`src/rtl/score_ram_arbiter_pkg.sv`:
```
// Shared constants for the score RAM arbiter: default geometry and grant-side encoding.
package score_ram_arbiter_pkg;

  localparam int unsigned DEF_AW     = 16;
  localparam int unsigned DEF_DW     = 16;
  localparam int unsigned DEF_RD_LAT = 2;

  typedef enum logic {
    GNT_WR = 1'b0,
    GNT_RD = 1'b1
  } gnt_e;

endpackage

```
`src/rtl/score_ram_arbiter_rd_pipe.sv`:
```
// Read-valid delay line: one bit per accepted read, shifted once per cycle, cleared by reset.
module score_rd_pipe #(
  parameter int unsigned DEPTH = 3
) (
  input  logic clk,
  input  logic rst,
  input  logic din,
  output logic dout
);

  logic [DEPTH-1:0] sh_q;
  logic [DEPTH-1:0] sh_d;

  always_comb begin
    sh_d = {sh_q[DEPTH-2:0], din};
  end

  always_ff @(posedge clk) begin
    if (!rst) sh_q <= '0;
    else      sh_q <= sh_d;
  end

  assign dout = sh_q[DEPTH-1];

endmodule

```
`src/rtl/score_ram_arbiter.sv`:
```
// Round-robin arbiter sharing one external single-port score RAM between
// the game-update writer and the scoreboard-scan reader.
module score_ram_arbiter
  import score_ram_arbiter_pkg::*;
#(
  parameter int unsigned AW     = DEF_AW,
  parameter int unsigned DW     = DEF_DW,
  parameter int unsigned RD_LAT = DEF_RD_LAT
) (
  input  logic          clk,
  input  logic          rst,
  input  logic          wr_valid,
  input  logic [AW-1:0] wr_addr,
  input  logic [DW-1:0] wr_data,
  output logic          wr_ready,
  input  logic          rd_valid,
  input  logic [AW-1:0] rd_addr,
  output logic          rd_ready,
  output logic          rd_rvalid,
  output logic [DW-1:0] rd_rdata,
  output logic [AW-1:0] ram_addr,
  output logic [DW-1:0] ram_wdata,
  output logic          ram_wren,
  input  logic [DW-1:0] ram_rdata
);

  gnt_e          ptr_q, ptr_d;
  logic [AW-1:0] ram_addr_q, ram_addr_d;
  logic [DW-1:0] ram_wdata_q, ram_wdata_d;
  logic          ram_wren_q, ram_wren_d;
  logic          rd_rvalid_q, rd_rvalid_d;
  logic [DW-1:0] rd_rdata_q, rd_rdata_d;
  logic          rd_data_here;

  // Pipe output lines up with the cycle ram_rdata holds the read's data.
  score_rd_pipe #(
    .DEPTH (RD_LAT + 1)
  ) u_rd_pipe (
    .clk  (clk),
    .rst  (rst),
    .din  (rd_ready),
    .dout (rd_data_here)
  );

  always_comb begin
    wr_ready = 1'b0;
    rd_ready = 1'b0;
    ptr_d    = ptr_q;
    if (rst) begin
      if (wr_valid && rd_valid) begin
        // Pointer only advances on contested cycles.
        if (ptr_q == GNT_WR) wr_ready = 1'b1;
        else                 rd_ready = 1'b1;
        ptr_d = (ptr_q == GNT_WR) ? GNT_RD : GNT_WR;
      end else begin
        wr_ready = wr_valid;
        rd_ready = rd_valid;
      end
    end
  end

  always_comb begin
    ram_addr_d  = ram_addr_q;
    ram_wdata_d = ram_wdata_q;
    ram_wren_d  = 1'b0;
    if (wr_ready) begin
      ram_addr_d  = wr_addr;
      ram_wdata_d = wr_data;
      ram_wren_d  = 1'b1;
    end else if (rd_ready) begin
      ram_addr_d  = rd_addr;
    end
    rd_rvalid_d = rd_data_here;
    rd_rdata_d  = rd_data_here ? ram_rdata : rd_rdata_q;
  end

  always_ff @(posedge clk) begin
    if (!rst) begin
      ptr_q       <= GNT_WR;
      ram_addr_q  <= '0;
      ram_wdata_q <= '0;
      ram_wren_q  <= 1'b0;
      rd_rvalid_q <= 1'b0;
      rd_rdata_q  <= '0;
    end else begin
      ptr_q       <= ptr_d;
      ram_addr_q  <= ram_addr_d;
      ram_wdata_q <= ram_wdata_d;
      ram_wren_q  <= ram_wren_d;
      rd_rvalid_q <= rd_rvalid_d;
      rd_rdata_q  <= rd_rdata_d;
    end
  end

  assign ram_addr  = ram_addr_q;
  assign ram_wdata = ram_wdata_q;
  assign ram_wren  = ram_wren_q;
  assign rd_rvalid = rd_rvalid_q;
  assign rd_rdata  = rd_rdata_q;

endmodule

```
`config.mk`:
```
export PLATFORM = sky130hd
export DESIGN_NAME = score_ram_arbiter
export DESIGN_NICKNAME = d
export VERILOG_FILES = /design/src/rtl/score_ram_arbiter_pkg.sv /design/src/rtl/score_ram_arbiter_rd_pipe.sv /design/src/rtl/score_ram_arbiter.sv
export SDC_FILE = /design/constraint.sdc
export NUM_CORES = 1
export LEC_CHECK = 0
export ABC_CLOCK_PERIOD_IN_PS = 1600
export CELL_PAD_IN_SITES_DETAIL_PLACEMENT = 1
export CELL_PAD_IN_SITES_GLOBAL_PLACEMENT = 1
export CORE_MARGIN = 10
export CORE_UTILIZATION = 28
export CTS_CLUSTER_SIZE = 12
export DETAILED_ROUTE_END_ITERATION = 6
export PLACE_DENSITY = 0.85
export SLEW_MARGIN = 20
export SYNTH_ARGS = -nofsm -noshare
export SYNTH_HDL_FRONTEND = slang
export SYNTH_SLANG_ARGS = --single-unit
```
`constraint.sdc`:
```
create_clock -name clk -period 1.6 [get_ports clk]
set_clock_uncertainty 0.1 [all_clocks]
set_input_delay 0.32 -clock clk [delete_from_list [all_inputs] [get_ports clk]]
set_output_delay 0.32 -clock clk [all_outputs]
set_load 0.03 [all_outputs]
```
==> metrics.txt, run 1 <==
maximum clock rate 0.655 GHz; met2 global-route usage 24.5%; Fillers 919; Fin. Hold Viols 0; end of the worst register-to-register path ram_addr[14]$_SDFFE_PN0P_; Iter 0 DRT Violations 88; RD Place Congestion 0.774; critical path startpoint category flip-flop; Detailed Route WL 8090 um; Final Cell Area 3670 sq um; total negative setup slack 0 ns; first-pass GRT wire length 12900 um; largest area contributor in the netlist dfxtp_1; htree depth 2; root buf cell clkbuf_8; CTS tree yes; Routed WL per cell 17.4 um; Slew Limit Fails 0; maximum root-to-sink buffer count 2; R2R setup slack 0.43 ns; crit end category output port; slowest library cell on the worst path dfxtp_4; outcome finished clean; Tcrit/Tclk final 95.5%; commonest non-fill, non-tap cell in the layout clkdlybuf4s50_1; Min-Delay Path Class in2reg; # nets final 429; antenna cell count 0; IO Pins 120; Post-synth top flop dfxtp_1; DR vias/cell 4.88; setup violators final 0; layout cells sized above 1 10.2%; grt ovf 0; pin count of the biggest net entering global routing 33; Synth Warn # 0; RSZ-0062 raised after global routing false; Clock Latency Late Sink 0.29 ns; synthesized area 2250 sq um; largest cells by area after synthesis dfxtp_1 (48%), mux2i_1 (14%), o2111ai_1 (12%); Slew headroom 63.1%; Top Usage Layer GRT met2; CP top delay family flip-flops; initial core utilization 29.0%; measured slew at the worst slew-check pin 0.553 ns; area occupied by multi-input gates 996 sq um; P per Cell Area 801 nW/um^2; initial antenna violation count 0; Setup WS pre-CTS -0.277 ns; DRC 0; die area 12000 sq um; CP Class reg2out; chip height 110 um; row count 32; share of the synthesized area in the top cell type 47.9%; Worst-path clk slew 0.10 ns; grt met1 use 13.9%; CP max FO 18; cells on worst reg2reg path 3; delay of the slowest cell on the worst path 0.40 ns; Yosys cell types 18; Post-DP HPWL 6320 um; P&R area growth vs syn 62.7%; ANT nets after route 0; Setup crit end rd_ready; final setup margin 0.0723 ns; DR vias 2264; Crit. Startpoint ptr_q$_SDFFE_PN0P_; Post-Syn Area per Cell 9.59 sq um; number of enable flip-flop cells after synthesis 0; die width 110 um; post-synthesis cell count 235; Reg-to-Reg Start ptr_q$_SDFFE_PN0P_; commonest cells after routing, fill and taps aside clkdlybuf4s50_1 (64), dfxtp_1 (53), dlygate4sd2_1 (52); Max VDD drop 0.465 mV; vias in the first global route 2490; sequential share of the synthesized area 47.9%; CP required 1.18 ns; #FFs+latches synth 54; port bufs 119; CORE AREA 7770 sq um; Async S/R FF share, synth 0%; Worst Path Buf+Inv 2; syn nets 303; crit path time final 1.53 ns; placed cell areas 3620 sq um; max_cap viols 0; met3 Usage GRT 5.21%; GRT Util Overall 13.4%; DR pass1 iterations 4; Leakage 1.62 nW; register area 1080 sq um; Crit path depth 3; worst-path cell chain inv_4 > a21oi_2 > buf_6; WP data arrival 1.11 ns; total CTS buffers 5; Num Clock Sinks 54
final cells by class:
| type | instances | share of cell area, % |
|---|---|---|
| timing repair buffer | 140 | 35.3 |
| multi-input combinational | 141 | 27.2 |
| clock buffer | 7 | 2.35 |
| clock inverter | 1 | 0.136 |
| sequential | 54 | 29.6 |
| tap | 102 | 3.48 |
| inverter | 19 | 2.01 |
per-stage QoR:
stage	power, mW	std cells	utilization [%]	hold slack (ns)
after floorplan	1.84	235	-	0.312
after global placement	2.23	455	46.6	0.315
after detailed placement	2.25	455	46.6	0.320
after CTS	2.98	464	47.2	0.231
after global routing	3.10	464	47.2	0.241
final	2.94	464	47.2	0.234
worst reg2reg max path, stage by stage, from the launching register on:
cell	delay, ns
dfxtp_4	0.38
buf_4	0.21
o2111ai_1	0.28
nand3_1	0.11
report_power, final:
part / internal (mW) / switching (mW)
logic: 0.322 / 0.376
registers: 1.42 / 0.0401
clock network: 0.350 / 0.427
total: 2.10 / 0.843
flip-flops by register name (all words and copies together) (netlist names):
register / cells
ptr_q: 1
ram_addr: 16
ram_wdata: 16
ram_wren: 1
rd_rdata: 16
rd_rvalid: 1
u_rd_pipe.sh_q: 3
what timing repair did:
action | 4_1_cts | 5_1_grt
gates resized for setup | 56 | 1
buffers inserted | 1 | 0
hold buffers | 0 | 0
setup endpoints to repair | 52 | 1
metal layers:
layer / wire length [um] / part of all wire, %
met5: 0 / 0
met4: 125 / 1.5
met3: 679 / 8.4
met2: 4300 / 53
met1: 2990 / 37
synth_stat cells, types with 3 or more instances:
cell type / number
inv_1: 18
buf_2: 7
o2111ai_1: 32
clkbuf_1: 9
buf_4: 4
a21oi_1: 3
nand3_1: 16
nor2b_1: 16
dfxtp_1: 54
and2_1: 4
nand2_1: 34
mux2i_1: 32
cell families (layout without fill, tap and decap cells):
kind of cell / after synthesis / in the layout / share of synthesized area (%)
AO/OA/AOI/OAI: 36 / 36 / 13.8
buffers and inverters: 40 / 167 / 8.05
XOR/XNOR: 1 / 1 / 0.389
flip-flops: 54 / 54 / 47.9
multiplexers: 32 / 32 / 14.2
AND/OR/NAND/NOR: 72 / 72 / 15.6
worst min-delay path by stage:
stage | start | end | slack, ns | cells after the start
after floorplan | u_rd_pipe.sh_q[0]$_SDFF_PN0_ | u_rd_pipe.sh_q[1]$_SDFF_PN0_ | 0.31 | 1
after global placement | u_rd_pipe.sh_q[1]$_SDFF_PN0_ | u_rd_pipe.sh_q[2]$_SDFF_PN0_ | 0.32 | 1
after detailed placement | u_rd_pipe.sh_q[1]$_SDFF_PN0_ | u_rd_pipe.sh_q[2]$_SDFF_PN0_ | 0.32 | 1
after CTS | rst | u_rd_pipe.sh_q[1]$_SDFF_PN0_ | 0.23 | 2
after global routing | rst | u_rd_pipe.sh_q[1]$_SDFF_PN0_ | 0.24 | 2
final | rst | u_rd_pipe.sh_q[1]$_SDFF_PN0_ | 0.23 | 2
Power figures use the tool's default switching activity.
==> run 2, diff against run 1 <==
--- a/config.mk
+++ b/config.mk
@@ -8,11 +8,11 @@
 export ABC_CLOCK_PERIOD_IN_PS = 1600
 export CELL_PAD_IN_SITES_DETAIL_PLACEMENT = 1
 export CELL_PAD_IN_SITES_GLOBAL_PLACEMENT = 1
-export CORE_MARGIN = 10
+export CORE_MARGIN = 3
 export CORE_UTILIZATION = 28
 export CTS_CLUSTER_SIZE = 12
 export DETAILED_ROUTE_END_ITERATION = 6
-export PLACE_DENSITY = 0.85
+export PLACE_DENSITY_LB_ADDON = 0.1
 export SLEW_MARGIN = 20
 export SYNTH_ARGS = -nofsm -noshare
 export SYNTH_HDL_FRONTEND = slang
==> metrics.txt, run 2 (same netlist as run 1, synthesis figures left out) <==
outcome finished clean; Min-Delay Path Class in2reg; row count 32 (unchanged); final cell count without fillers 462 (-0.43%); total CTS buffers 5 (unchanged); commonest cells after routing, fill and taps aside clkdlybuf4s50_1 (64), dfxtp_1 (53), dlygate4sd2_1 (52); CORE AREA 7770 sq um (unchanged); measured slew at the worst slew-check pin 0.396 ns (-0.157 ns); WP data arrival 1.11 ns (about the same); slowest library cell on the worst path dlygate4sd2_1; max_cap viols 0 (unchanged); Leakage 1.62 nW (-0.29%); worst-path cell chain dlygate4sd2_1 > nand2_1 > a21oi_2 > buf_4; worst hold stages 3 (+1); initial core utilization 29.0% (unchanged); chip height 95.7 um (-13%); first-pass GRT wire length 10600 um (-18%); delay of the slowest cell on the worst path 0.37 ns (-0.03 ns); Pwr Total 2.93 mW (-0.17%); Crit. Startpoint rd_valid; Max VDD drop 0.304 mV (-34%); DRC 0 (unchanged); die area 9170 sq um (-24%); cells on worst reg2reg path 5 (+2); IO Pins 120 (unchanged); R2R setup slack 0.18 ns (-0.25 ns); CTS tree yes; Routed WL per cell 14.4 um (-17%); CP required 1.18 ns (about the same); grt ovf 0 (unchanged); crit path time final 1.53 ns (+0.000499 ns); DR vias 2138 (-5.6%); maximum clock rate 0.654 GHz (about the same); root buf cell clkbuf_8; Reg-to-Reg Start ptr_q$_SDFFE_PN0P_; ANT nets after route 0 (unchanged); Tcrit/Tclk final 95.5% (about the same); Worst-path clk slew 0.09 ns (about the same); CP Class in2out; pin count of the biggest net entering global routing 41 (+24%); Num Clock Sinks 54 (unchanged); Detailed Route WL 6650 um (-18%); htree depth 2 (unchanged); Placed Instances 451 (-0.88%); vias in the first global route 2133 (-14%); Final Cell Area 3660 sq um (-0.17%); antenna cell count 0 (unchanged); DR vias/cell 4.63 (-5.2%); Post-DP HPWL 4820 um (-24%); Slew headroom 73.6% (+10 points); P&R area growth vs syn 62.4%; initial antenna violation count 0 (unchanged); DR pass1 iterations 4 (unchanged); port bufs 119 (unchanged); Clock Latency Late Sink 0.30 ns (about the same); Fin. Hold Viols 0 (unchanged); crit end category output port; P per Cell Area 801 nW/um^2 (about the same); commonest non-fill, non-tap cell in the layout clkdlybuf4s50_1; Setup crit end rd_ready; Iter 0 DRT Violations 56 (-36%); # nets final 427 (-0.47%); layout cells sized above 1 9.72% (-0.50 points); Slew Limit Fails 0 (unchanged); Worst Min Path Start rst; RD Place Congestion 0.760 (-1.8%); maximum root-to-sink buffer count 2 (unchanged); CP max FO 6 (-12); RSZ-0062 raised after global routing false; placed cell areas 3600 sq um (-0.48%); setup violators final 0 (unchanged); GRT Util Overall 14.8% (+1.4 points); critical path startpoint category primary input; end of the worst register-to-register path ram_wdata[1]$_SDFFE_PN0P_; die width 95.7 um (-13%)
## run 2: cell count changes in the layout (fill, tap and decap cells not counted)
cell    change
buf_6       -1
buf_4       -2
buf_12      +1
## run 2: critical path: cells and delay by family
| kind | cells | cell delay, ns |
|---|---|---|
| buffers and inverters | 2 | 0.54 |
| and+or+nand+nor | 1 | 0.13 |
| AOI/OAI and AO/OA | 1 | 0.11 |
## run 2: layout make-up
cell class	instances	area, sq um
clock buffers	7	86.3
clock inverters	1	5.00
fillers	906	4110
inverters	19	73.8
multi-input cells	141	996
flip-flops and latches	54	1080
well taps	102	128
repair buffers	138	1290
## run 2: per-stage QoR
step           hold slack, ns  util (%)  setup slack (ns)  setup TNS (ns)
3_3_place_gp            0.315      46.4            -0.180           -5.31
4_1_cts                 0.232      46.9            0.0350               0
3_5_place_dp            0.322      46.4            -0.240           -6.80
2_1_floorplan           0.312         -            0.0877               0
6_report                0.241      47.1            0.0718               0
5_1_grt                 0.229      47.1           0.00815               0
## run 2: report_power, final
group	switching, mW	total, mW	internal (mW)
Sequential	0.0367	1.46	1.42
Combinational	0.366	0.689	0.323
Clock	0.435	0.785	0.351
## run 2: how the worst min path moves through the flow
stage               slack, ns                      endpoint
global route             0.23           ram_wren$_SDFF_PN0_
finish                   0.24           ram_wren$_SDFF_PN0_
floorplan                0.31  u_rd_pipe.sh_q[1]$_SDFF_PN0_
detailed placement       0.32  u_rd_pipe.sh_q[2]$_SDFF_PN0_
global placement         0.31  u_rd_pipe.sh_q[2]$_SDFF_PN0_
CTS                      0.23           ram_wren$_SDFF_PN0_
## run 2: per-layer routing
metal | routed length (um) | GRT usage [%] | vias to the layer above | part of all wire, %
met3 | 489 | 4.30 | 5 | 7.4
li1 | - | - | 1074 | -
met5 | 0 | 0 | - | 0
met1 | 3060 | 19.8 | 990 | 46
met4 | 65 | 3.91 | 0 | 0.98
met2 | 3040 | 23.2 | 69 | 46
## run 2: what timing repair did
item / in CTS / in global routing
hold buffers: 0 / 0
endpoints found under the hold margin: 0 / 0
cloned: 0 / 0
setup buffers: 1 / 2
endpoints found under the setup margin: 52 / 1
gates resized for setup: 56 / 0
